**src/rtl/usbf_pkg.sv**
```systemverilog
// usbf_pkg: shared PID nibbles, token decoder state type and CRC5 seed
package usbf_pkg;
  localparam logic [3:0] PID_OUT   = 4'b0001;
  localparam logic [3:0] PID_IN    = 4'b1001;
  localparam logic [3:0] PID_SETUP = 4'b1101;
  localparam logic [3:0] PID_SOF   = 4'b0101;
  localparam logic [4:0] CRC5_INIT = 5'h1f;
  typedef enum logic [2:0] {IDLE, FIELD1, FIELD2, CHECK, DRAIN} state_t;
endpackage

```
**src/rtl/usbf_crc5.sv**
```systemverilog
// usbf_crc5: 11-bit parallel USB CRC5 (x^5+x^2+1), din[10] is the first bit on the wire
// Ports: crc_in seed, din 11-bit data, crc_out raw generator state (not inverted).
module usbf_crc5 (
  input  logic [4:0]  crc_in,
  input  logic [10:0] din,
  output logic [4:0]  crc_out
);
  logic [4:0] c;
  always_comb begin
    c = crc_in;
    for (int i = 10; i >= 0; i--)
      c = {c[3:0], 1'b0} ^ ((din[i] ^ c[4]) ? 5'b00101 : 5'b00000);
    crc_out = c;
  end
endmodule

```
**src/rtl/usbf_token_dec.sv**
```systemverilog
// usbf_token_dec: UTMI receive-side decoder for OUT/IN/SETUP (and optionally SOF) tokens
// Ports: clk/rst (async, active-high); rx_data/rx_valid/rx_active/rx_err from UTMI;
// token_valid/sof_valid/crc5_err/pid_err one-cycle strobes; token_pid/fa/ep and frame_no latched.
// Define USBF_SOF_DEC_EN to decode SOF; otherwise SOF is drained and sof_valid/frame_no are 0.
module usbf_token_dec
  import usbf_pkg::*;
(
  input  logic        clk,
  input  logic        rst,
  input  logic [7:0]  rx_data,
  input  logic        rx_valid,
  input  logic        rx_active,
  input  logic        rx_err,
  output logic        token_valid,
  output logic [3:0]  token_pid,
  output logic [6:0]  token_fa,
  output logic [3:0]  token_ep,
  output logic        sof_valid,
  output logic [10:0] frame_no,
  output logic        crc5_err,
  output logic        pid_err
);
  state_t state, state_n;
  logic [3:0] pid;
  logic [7:0] b1, b2;
  logic [10:0] f, din;
  logic [4:0] crc, crc_exp;
  logic tv_n, ce_n, pe_n, cap_pid, cap_b1, cap_b2, is_tok, is_sof;
`ifdef USBF_SOF_DEC_EN
  logic sv_n;
  assign is_sof = rx_data[3:0] == PID_SOF;
`else
  assign is_sof = 1'b0;
`endif
  assign f = {b2[2:0], b1};
  assign is_tok = rx_data[3:0] inside {PID_OUT, PID_IN, PID_SETUP};
  always_comb begin
    din = '0;
    for (int i = 0; i < 11; i++) din[10-i] = f[i];
  end
  usbf_crc5 u_crc5 (.crc_in(CRC5_INIT), .din(din), .crc_out(crc));
  // received CRC field is the inverted generator state, sent LSB-first
  always_comb begin
    crc_exp = '0;
    for (int i = 0; i < 5; i++) crc_exp[i] = ~crc[4-i];
  end
  always_comb begin
    state_n = state;
    tv_n    = 1'b0;
    ce_n    = 1'b0;
    pe_n    = 1'b0;
    cap_pid = 1'b0;
    cap_b1  = 1'b0;
    cap_b2  = 1'b0;
`ifdef USBF_SOF_DEC_EN
    sv_n    = 1'b0;
`endif
    if (rx_err) state_n = rx_active ? DRAIN : IDLE;
    else
      case (state)
        IDLE:
          if (rx_valid && rx_active) begin
            cap_pid = 1'b1;
            pe_n    = rx_data[7:4] != ~rx_data[3:0];
            state_n = (!pe_n && (is_tok || is_sof)) ? FIELD1 : DRAIN;
          end
        FIELD1: begin
          cap_b1  = rx_valid;
          state_n = !rx_active ? IDLE : rx_valid ? FIELD2 : FIELD1;
        end
        // a byte arriving with the end of packet is still taken; CHECK then sees the end
        FIELD2: begin
          cap_b2  = rx_valid;
          state_n = rx_valid ? CHECK : rx_active ? FIELD2 : IDLE;
        end
        CHECK:
          if (rx_valid) state_n = rx_active ? DRAIN : IDLE;
          else if (!rx_active) begin
            state_n = IDLE;
            ce_n    = crc_exp != b2[7:3];
`ifdef USBF_SOF_DEC_EN
            sv_n    = !ce_n && pid == PID_SOF;
            tv_n    = !ce_n && pid != PID_SOF;
`else
            tv_n    = !ce_n;
`endif
          end
        DRAIN: state_n = rx_active ? DRAIN : IDLE;
        default: state_n = IDLE;
      endcase
  end
  always_ff @(posedge clk or posedge rst)
    if (rst) begin
      state       <= IDLE;
      pid         <= '0;
      b1          <= '0;
      b2          <= '0;
      token_valid <= 1'b0;
      crc5_err    <= 1'b0;
      pid_err     <= 1'b0;
      token_pid   <= '0;
      token_fa    <= '0;
      token_ep    <= '0;
    end else begin
      state       <= state_n;
      token_valid <= tv_n;
      crc5_err    <= ce_n;
      pid_err     <= pe_n;
      if (cap_pid) pid <= rx_data[3:0];
      if (cap_b1) b1 <= rx_data;
      if (cap_b2) b2 <= rx_data;
      if (tv_n) begin
        token_pid <= pid;
        token_fa  <= f[6:0];
        token_ep  <= f[10:7];
      end
`ifdef USBF_SOF_DEC_EN
      if (sv_n) token_pid <= pid;
`endif
    end
`ifdef USBF_SOF_DEC_EN
  always_ff @(posedge clk or posedge rst)
    if (rst) begin
      sof_valid <= 1'b0;
      frame_no  <= '0;
    end else begin
      sof_valid <= sv_n;
      if (sv_n) frame_no <= f;
    end
`else
  assign sof_valid = 1'b0;
  assign frame_no  = '0;
`endif
endmodule

```
**config.mk**
```make
export PLATFORM = sky130hd
export DESIGN_NAME = usbf_token_dec
export DESIGN_NICKNAME = d
export VERILOG_FILES = /design/src/rtl/usbf_pkg.sv /design/src/rtl/usbf_crc5.sv /design/src/rtl/usbf_token_dec.sv
export SDC_FILE = /design/constraint.sdc
export NUM_CORES = 1
export LEC_CHECK = 0
export BUFFER_PORTS_ARGS = -buffer_cell sky130_fd_sc_hd__buf_2
export CELL_PAD_IN_SITES_DETAIL_PLACEMENT = 1
export CELL_PAD_IN_SITES_GLOBAL_PLACEMENT = 1
export CORE_MARGIN = 2
export CORE_UTILIZATION = 24
export CTS_CLUSTER_SIZE = 10
export DETAILED_ROUTE_END_ITERATION = 12
export HOLD_SLACK_MARGIN = 0.06
export PLACE_DENSITY = 0.48
export SYNTH_ARGS = -nofsm -noshare
export SYNTH_HDL_FRONTEND = slang
export SYNTH_SLANG_ARGS = --single-unit
```
**constraint.sdc**
```tcl
create_clock -name clk -period 7.42 [get_ports clk]
set_input_delay 0 -clock clk [delete_from_list [all_inputs] [get_ports clk]]
set_output_delay 0 -clock clk [all_outputs]
set_load 0.02 [all_outputs]
```
==> Word-level counts from Yosys, hierarchy flattened <==
Index checks and enable logic that the tools add are counted.
{ "classes": {"bitwise": 27, "n_reduce_logical": 7, "n_eq_ne": 11, "muxes": 40} }
{ "op_table": {"columns": ["cell", "count"], "rows": [
  ["$mux 3", 17],
  ["$xor 5x5->5", 10],
  ["$mux 1", 18],
  ["$pmux 3 s5", 1],
  ["$xor 1x1->1", 10],
  ["$eq 4x4->1 const B", 2],
  ["$mux 2", 4],
  ["$not 4->4", 2],
  ["$eq 3x2->1 const B", 2],
  ["$ne 5x5->1", 1],
  ["$not 1->1", 5],
  ["$eq 4x1->1 const B", 1],
  ["$ne 4x4->1", 1],
  ["$ne 4x4->1 const B", 1],
  ["$eq 3x1->1 const B", 1],
  ["$eq 3x3->1 const B", 1],
  ["$logic_not 3->1", 1],
  ["$ne 3x3->1 const B", 1],
  ["$reduce_bool 3->1", 1],
  ["$logic_and 1x1->1", 2],
  ["$logic_not 1->1", 2],
  ["$reduce_and 2->1", 1]
]} }
{ "word_totals": {"word_cells": 95, "reg_bits": 41, "out_inout_bits": 30} }

==> Longest topological paths before layout <==
{ "depth": {"depth_word": 39, "mapped_depth": 6, "depth_no_buf": 5} }

==> Cells and area by module <==
Synthesis repeated with hierarchy kept, for this count alone.
{ "unflattened": {"cells_unflattened": 165, "hier_area_um2": 2239.6} }
{ "modules_own_cells": {"columns": ["mod", "cells_each", "seq_area_each_um2", "area_each_um2", "n_inst"], "rows": [
  ["usbf_token_dec", 146, 1026.0, 1975.6, 1],
  ["usbf_crc5", 19, 0.0, 264.0, 1]
]} }

==> Worst setup path after synthesis <==
OpenSTA, ideal clock, no wires.
{ "synth_path": {"path_type": "register to register", "from": "register b1[3]", "to": "register token_ep[0]", "path_buffers": 1, "t_arrival_ps": 2502, "t_required_ps": 7295, "setup_ps": 125, "setup_slack_ps": 4793, "stages_incl_launch_ff": 7, "period_less_slack_ps": 2627, "path_cell_list": "dfrtp_1 -> xnor2_1 -> xor3_2 -> or3_4 -> a2111oi_4 -> buf_8 -> mux2_4"} }
{ "synth_between": {"elab_chain_len": 21, "word_cells_on_any_way": 26, "classes_between": "1 x eq/ne; 8 x mux; 16 x bitwise; 1 x reduce/logical"} }
{ "synth_lines": {"columns": ["element", "line", "source"], "rows": [
  ["from (decl)", "usbf_token_dec.sv:25", "logic [7:0] b1, b2;"],
  ["from (signal assigned)", "usbf_token_dec.sv:110", "if (cap_b1) b1 <= rx_data;"],
  ["$xor 1x1->1 (*)", "usbf_crc5.sv:12", "c = {c[3:0], 1'b0} ^ ((din[i] ^ c[4]) ? 5'b00101 : 5'b00000);"],
  ["$mux 3 (*)", "usbf_crc5.sv:12", null],
  ["$xor 5x5->5 (*) (3 in a row)", "usbf_crc5.sv:12", null],
  ["$xor 1x1->1", "usbf_crc5.sv:12", null],
  ["$mux 3", "usbf_crc5.sv:12", null],
  ["$xor 5x5->5 (*) (3 in a row)", "usbf_crc5.sv:12", null],
  ["$xor 1x1->1", "usbf_crc5.sv:12", null],
  ["$mux 3", "usbf_crc5.sv:12", null],
  ["$xor 5x5->5 (*) (2 in a row)", "usbf_crc5.sv:12", null],
  ["$not 1->1", "usbf_token_dec.sv:45", "for (int i = 0; i < 5; i++) crc_exp[i] = ~crc[4-i];"],
  ["$ne 5x5->1 (*)", "usbf_token_dec.sv:80", "ce_n = crc_exp != b2[7:3];"],
  ["$logic_not 1->1 (*)", "usbf_token_dec.sv:85", "tv_n = !ce_n;"],
  ["$mux 1 (*)", "usbf_token_dec.sv:78", "else if (!rx_active) begin"],
  ["$mux 1 (*)", "usbf_token_dec.sv:77", "if (rx_valid) state_n = rx_active ? DRAIN : IDLE;"],
  ["$mux 1 (*)", "usbf_token_dec.sv:60", "case (state)"],
  ["$mux 1 (*)", "usbf_token_dec.sv:58", "if (rx_err) state_n = rx_active ? DRAIN : IDLE;"],
  ["net tv_n", "usbf_token_dec.sv:28", "logic tv_n, ce_n, pe_n, cap_pid, cap_b1, cap_b2, is_tok, is_sof;"],
  ["to (signal assigned)", "usbf_token_dec.sv:115", "token_ep <= f[10:7];"],
  ["to (decl)", "usbf_token_dec.sv:17", "output logic [3:0] token_ep,"]
]} }
The timed path passes the listed nets; every way through them passes the cells marked *.
A chain may end at the register's enable or synchronous reset.

==> Worst setup path in the final report <==
{ "layout_path": {"from": "register b1[3]", "to": "register token_fa[3]"} }
{ "layout_between": {"elab_chain_len": 21, "word_cells_on_any_way": 26, "classes_between": "1 x eq/ne; 8 x mux; 16 x bitwise; 1 x reduce/logical"} }
{ "layout_lines": {"columns": ["element", "line", "source"], "rows": [
  ["$xor 1x1->1", "usbf_crc5.sv:12", null],
  ["$mux 3", "usbf_crc5.sv:12", null],
  ["$xor 5x5->5 (3 in a row)", "usbf_crc5.sv:12", null],
  ["$xor 1x1->1", "usbf_crc5.sv:12", null],
  ["$mux 3", "usbf_crc5.sv:12", null],
  ["$xor 5x5->5 (3 in a row)", "usbf_crc5.sv:12", null],
  ["$xor 1x1->1", "usbf_crc5.sv:12", null],
  ["$mux 3", "usbf_crc5.sv:12", null],
  ["$xor 5x5->5 (2 in a row)", "usbf_crc5.sv:12", null],
  ["$not 1->1", "usbf_token_dec.sv:45", null],
  ["$ne 5x5->1", "usbf_token_dec.sv:80", null],
  ["$logic_not 1->1", "usbf_token_dec.sv:85", null],
  ["$mux 1", "usbf_token_dec.sv:78", null],
  ["$mux 1", "usbf_token_dec.sv:77", null],
  ["$mux 1", "usbf_token_dec.sv:60", null],
  ["$mux 1", "usbf_token_dec.sv:58", null],
  ["to (signal assigned)", "usbf_token_dec.sv:114", "token_fa <= f[6:0];"],
  ["to (decl)", "usbf_token_dec.sv:16", "output logic [6:0] token_fa,"]
]} }
Several ways; a longest one is shown, not always the timed one.

==> flow_metrics.tcl <==
set metrics [dict create \
    outcome "finished clean" \
    grt_usage 0.107 \
    skew_ns 0.00490 \
    clkLatencyLatePin_ns 0.30 \
    coreArea_mm2 0.00822 \
    syn_to_final_growth_pct 19.8 \
    synth_cell_types 34 \
    synth_top_family_by_area "multiplexers" \
    final_hold_viol_count 0 \
    yosysTopAreaCellShare 0.506 \
    place_hpwl_mm 3.09 \
    finalNetCount 205 \
    cts_buffers 5 \
    firstDrtPassIters 4 \
    yosys.area_share.xor_xnor 0.122 \
    path_class "register to register" \
    synthCells 147 \
    insertedDiodeCount 0 \
    synth-compound-area-share 0.0524 \
    htreeDepth 2 \
    synth_mux_area_frac 0.194 \
    finalCriticalPeriod_ns 2.74 \
    slew_headroom 0.539 \
    worst_pin_slew_ns 0.674 \
    hold_buffers 9 \
    path_clk_slew_ns 0.08 \
    routed_via_density 4.21 \
    postCtsSetupRepairBufs 0 \
    synthArstFlopShare 1.00 \
    synthFlopType "dfrtp_1" \
    powerDensity_mw_per_mm2 171 \
    synthTopCellsByCount "41 x dfrtp_1, 23 x mux2_2, 13 x xnor2_1" \
    ir_worst_vdd_v 0.0000549 \
    port_buffers 30 \
    drv_cap 0 \
    max_clock_freq_mhz 366 \
    ant_nets 0 \
    crit_required_ns 7.61 \
    cp_max_fo 16 \
    ctsResizeCount 0 \
    postLayoutCoreUtil 0.296 \
    leakagePower_nw 1.23 \
    cts_tree "built" \
    fin_setup_tns_ns 0 \
    totalWireLength_mm 4.43 \
    vias 1254 \
    synthSimpleGateAreaFrac 0.0666 \
    cp-start-kind "register" \
    synth_area_leaders "dfrtp_1 51%, mux2_2 13%, mux2_4 6.7%" \
    cts-root-buf "clkbuf_8" \
    grt_pass1_vias 1310 \
    setup_viol 0 \
    endpoint_kind "register" \
    die_x_um 96.0 \
    hold_path.class "input port to register" \
    synth_edf_count 0 \
    grt_first_pass_wirelength_mm 7.16 \
    synth_top_cell_by_area "dfrtp_1" \
    clockBufferDepth 2 \
    synth_area_mm2 0.00203 \
    cts.sinks 41 \
    maxSlewViolCount 0 \
    drt-initial-drc-count 31 \
    regArea_mm2 0.00103 \
    num_rows 33 \
    dieArea_mm2 0.00921 \
    drcViolationCount 0 \
    avgSynthCellArea_um2 13.8 \
    routedWlPerCell_um 14.9 \
    synth.most_common_cell "dfrtp_1" \
    start_util 0.247 \
    nFillCells 923 \
    period_share 0.369 \
    arrival_ns 2.92 \
    pin_count 43 \
    yosys_warnings 0 \
    overflow 0 \
    yosys_register_bits 41 \
    grt_antenna_before_repair 0 \
    rsz0062_at_grt "false" \
    yosys.area_share.adder 0 \
    place.gp.congestion 0.783 \
    die_h_um 96.0 \
    grt_max_degree 42 \
    multi_input_area_um2 928 \
    drive_above_1_share 0.389 \
    seq_area_frac_synth 0.506 \
]
sequential cells by signal, summed over array words and instances (netlist names):
name,flops
b1,8
b2,8
crc5_err,1
pid,4
pid_err,1
state,3
token_ep,4
token_fa,7
token_pid,4
token_valid,1
worst max-delay path: stages, from the launching register on:
cell,delay [ns]
dfrtp_1,0.42
xnor2_1,0.34
xor3_2,0.41
or3_4,0.40
a2111oi_4,0.35
buf_4,0.33
mux2_2,0.37
power breakdown:
group	switching, mW	total (mW)	internal [mW]	leakage, nW
registers	0.00309	0.232	0.229	0.563
logic	0.0219	0.0369	0.0149	0.618
clock network	0.0809	0.146	0.0654	0.0450
total	0.106	0.415	0.309	1.23
placed cells by master, fill, tap and decap left out, drive strengths merged:
cell type,instances
dlygate4sd3,9
or3,1
nand2,3
o21ai,4
nor2,5
xnor2,13
or2,1
mux2,32
a22oi,1
nor4,1
a21o,1
a21oi,1
a2111oi,2
clkbuf,6
conb,12
a21boi,2
nand4,1
xnor3,3
inv,2
nand4b,1
dfrtp,41
xor2,2
clkinv,2
buf,32
nand4bb,1
and2,1
xor3,2
o211ai,1
nand3,4
a211oi,1
nor2b,3
nor3,2
layout make-up:
type | instances | area share
sequential | 41 | 0.422
clock buffer | 6 | 0.0299
tap | 105 | 0.0540
timing repair buffer | 41 | 0.105
multi-input combinational | 101 | 0.382
inverter | 2 | 0.00309
clock inverter | 2 | 0.00412
final timing paths:
path | startpoint | endpoint | slack, ns | cells after the start
setup / recovery | b1[3] | token_fa[3] | 4.68 | 6
hold / removal | rx_data[2] | b1[2] | 0.08 | 2
setup reg to reg | b1[3] | token_fa[3] | 4.68 | 6
hold reg to reg | state[2] | state[0] | 0.48 | 1
max in group asynchronous | rst | b2[6] | 6.66 | 4
min in group asynchronous | rst | token_pid[2] | 0.39 | 4
cell families (layout without fill, tap and decap cells):
| logic type | Yosys count | in the layout |
|---|---|---|
| AOI/OAI and AO/OA | 13 | 13 |
| xor gates and xnor gates | 20 | 20 |
| buffers and inverters | 16 | 51 |
| DFF | 41 | 41 |
| muxes | 32 | 32 |
| other | 1 | 12 |
| and+or+nand+nor | 24 | 24 |
routing by layer:
metal	track usage	routed length (um)	vias up
met5	0	0	-
met4	0.0429	87	0
met3	0.0235	186	7
met2	0.172	2110	34
met1	0.138	2040	633
li1	-	-	580
through the flow:
step	cells	setup slack, ns	instance area [um^2]	total power [mW]	hold WS [ns]
after floorplan	158	4.79	2070	0.263	0.0708
after global routing	298	4.57	2430	0.437	0.0699
after global placement	281	4.75	2260	0.270	0.168
after detailed placement	281	4.70	2260	0.271	0.178
after CTS	298	4.67	2430	0.423	0.0659
final	298	4.68	2430	0.415	0.0769
(Power assumes the default switching activity.)
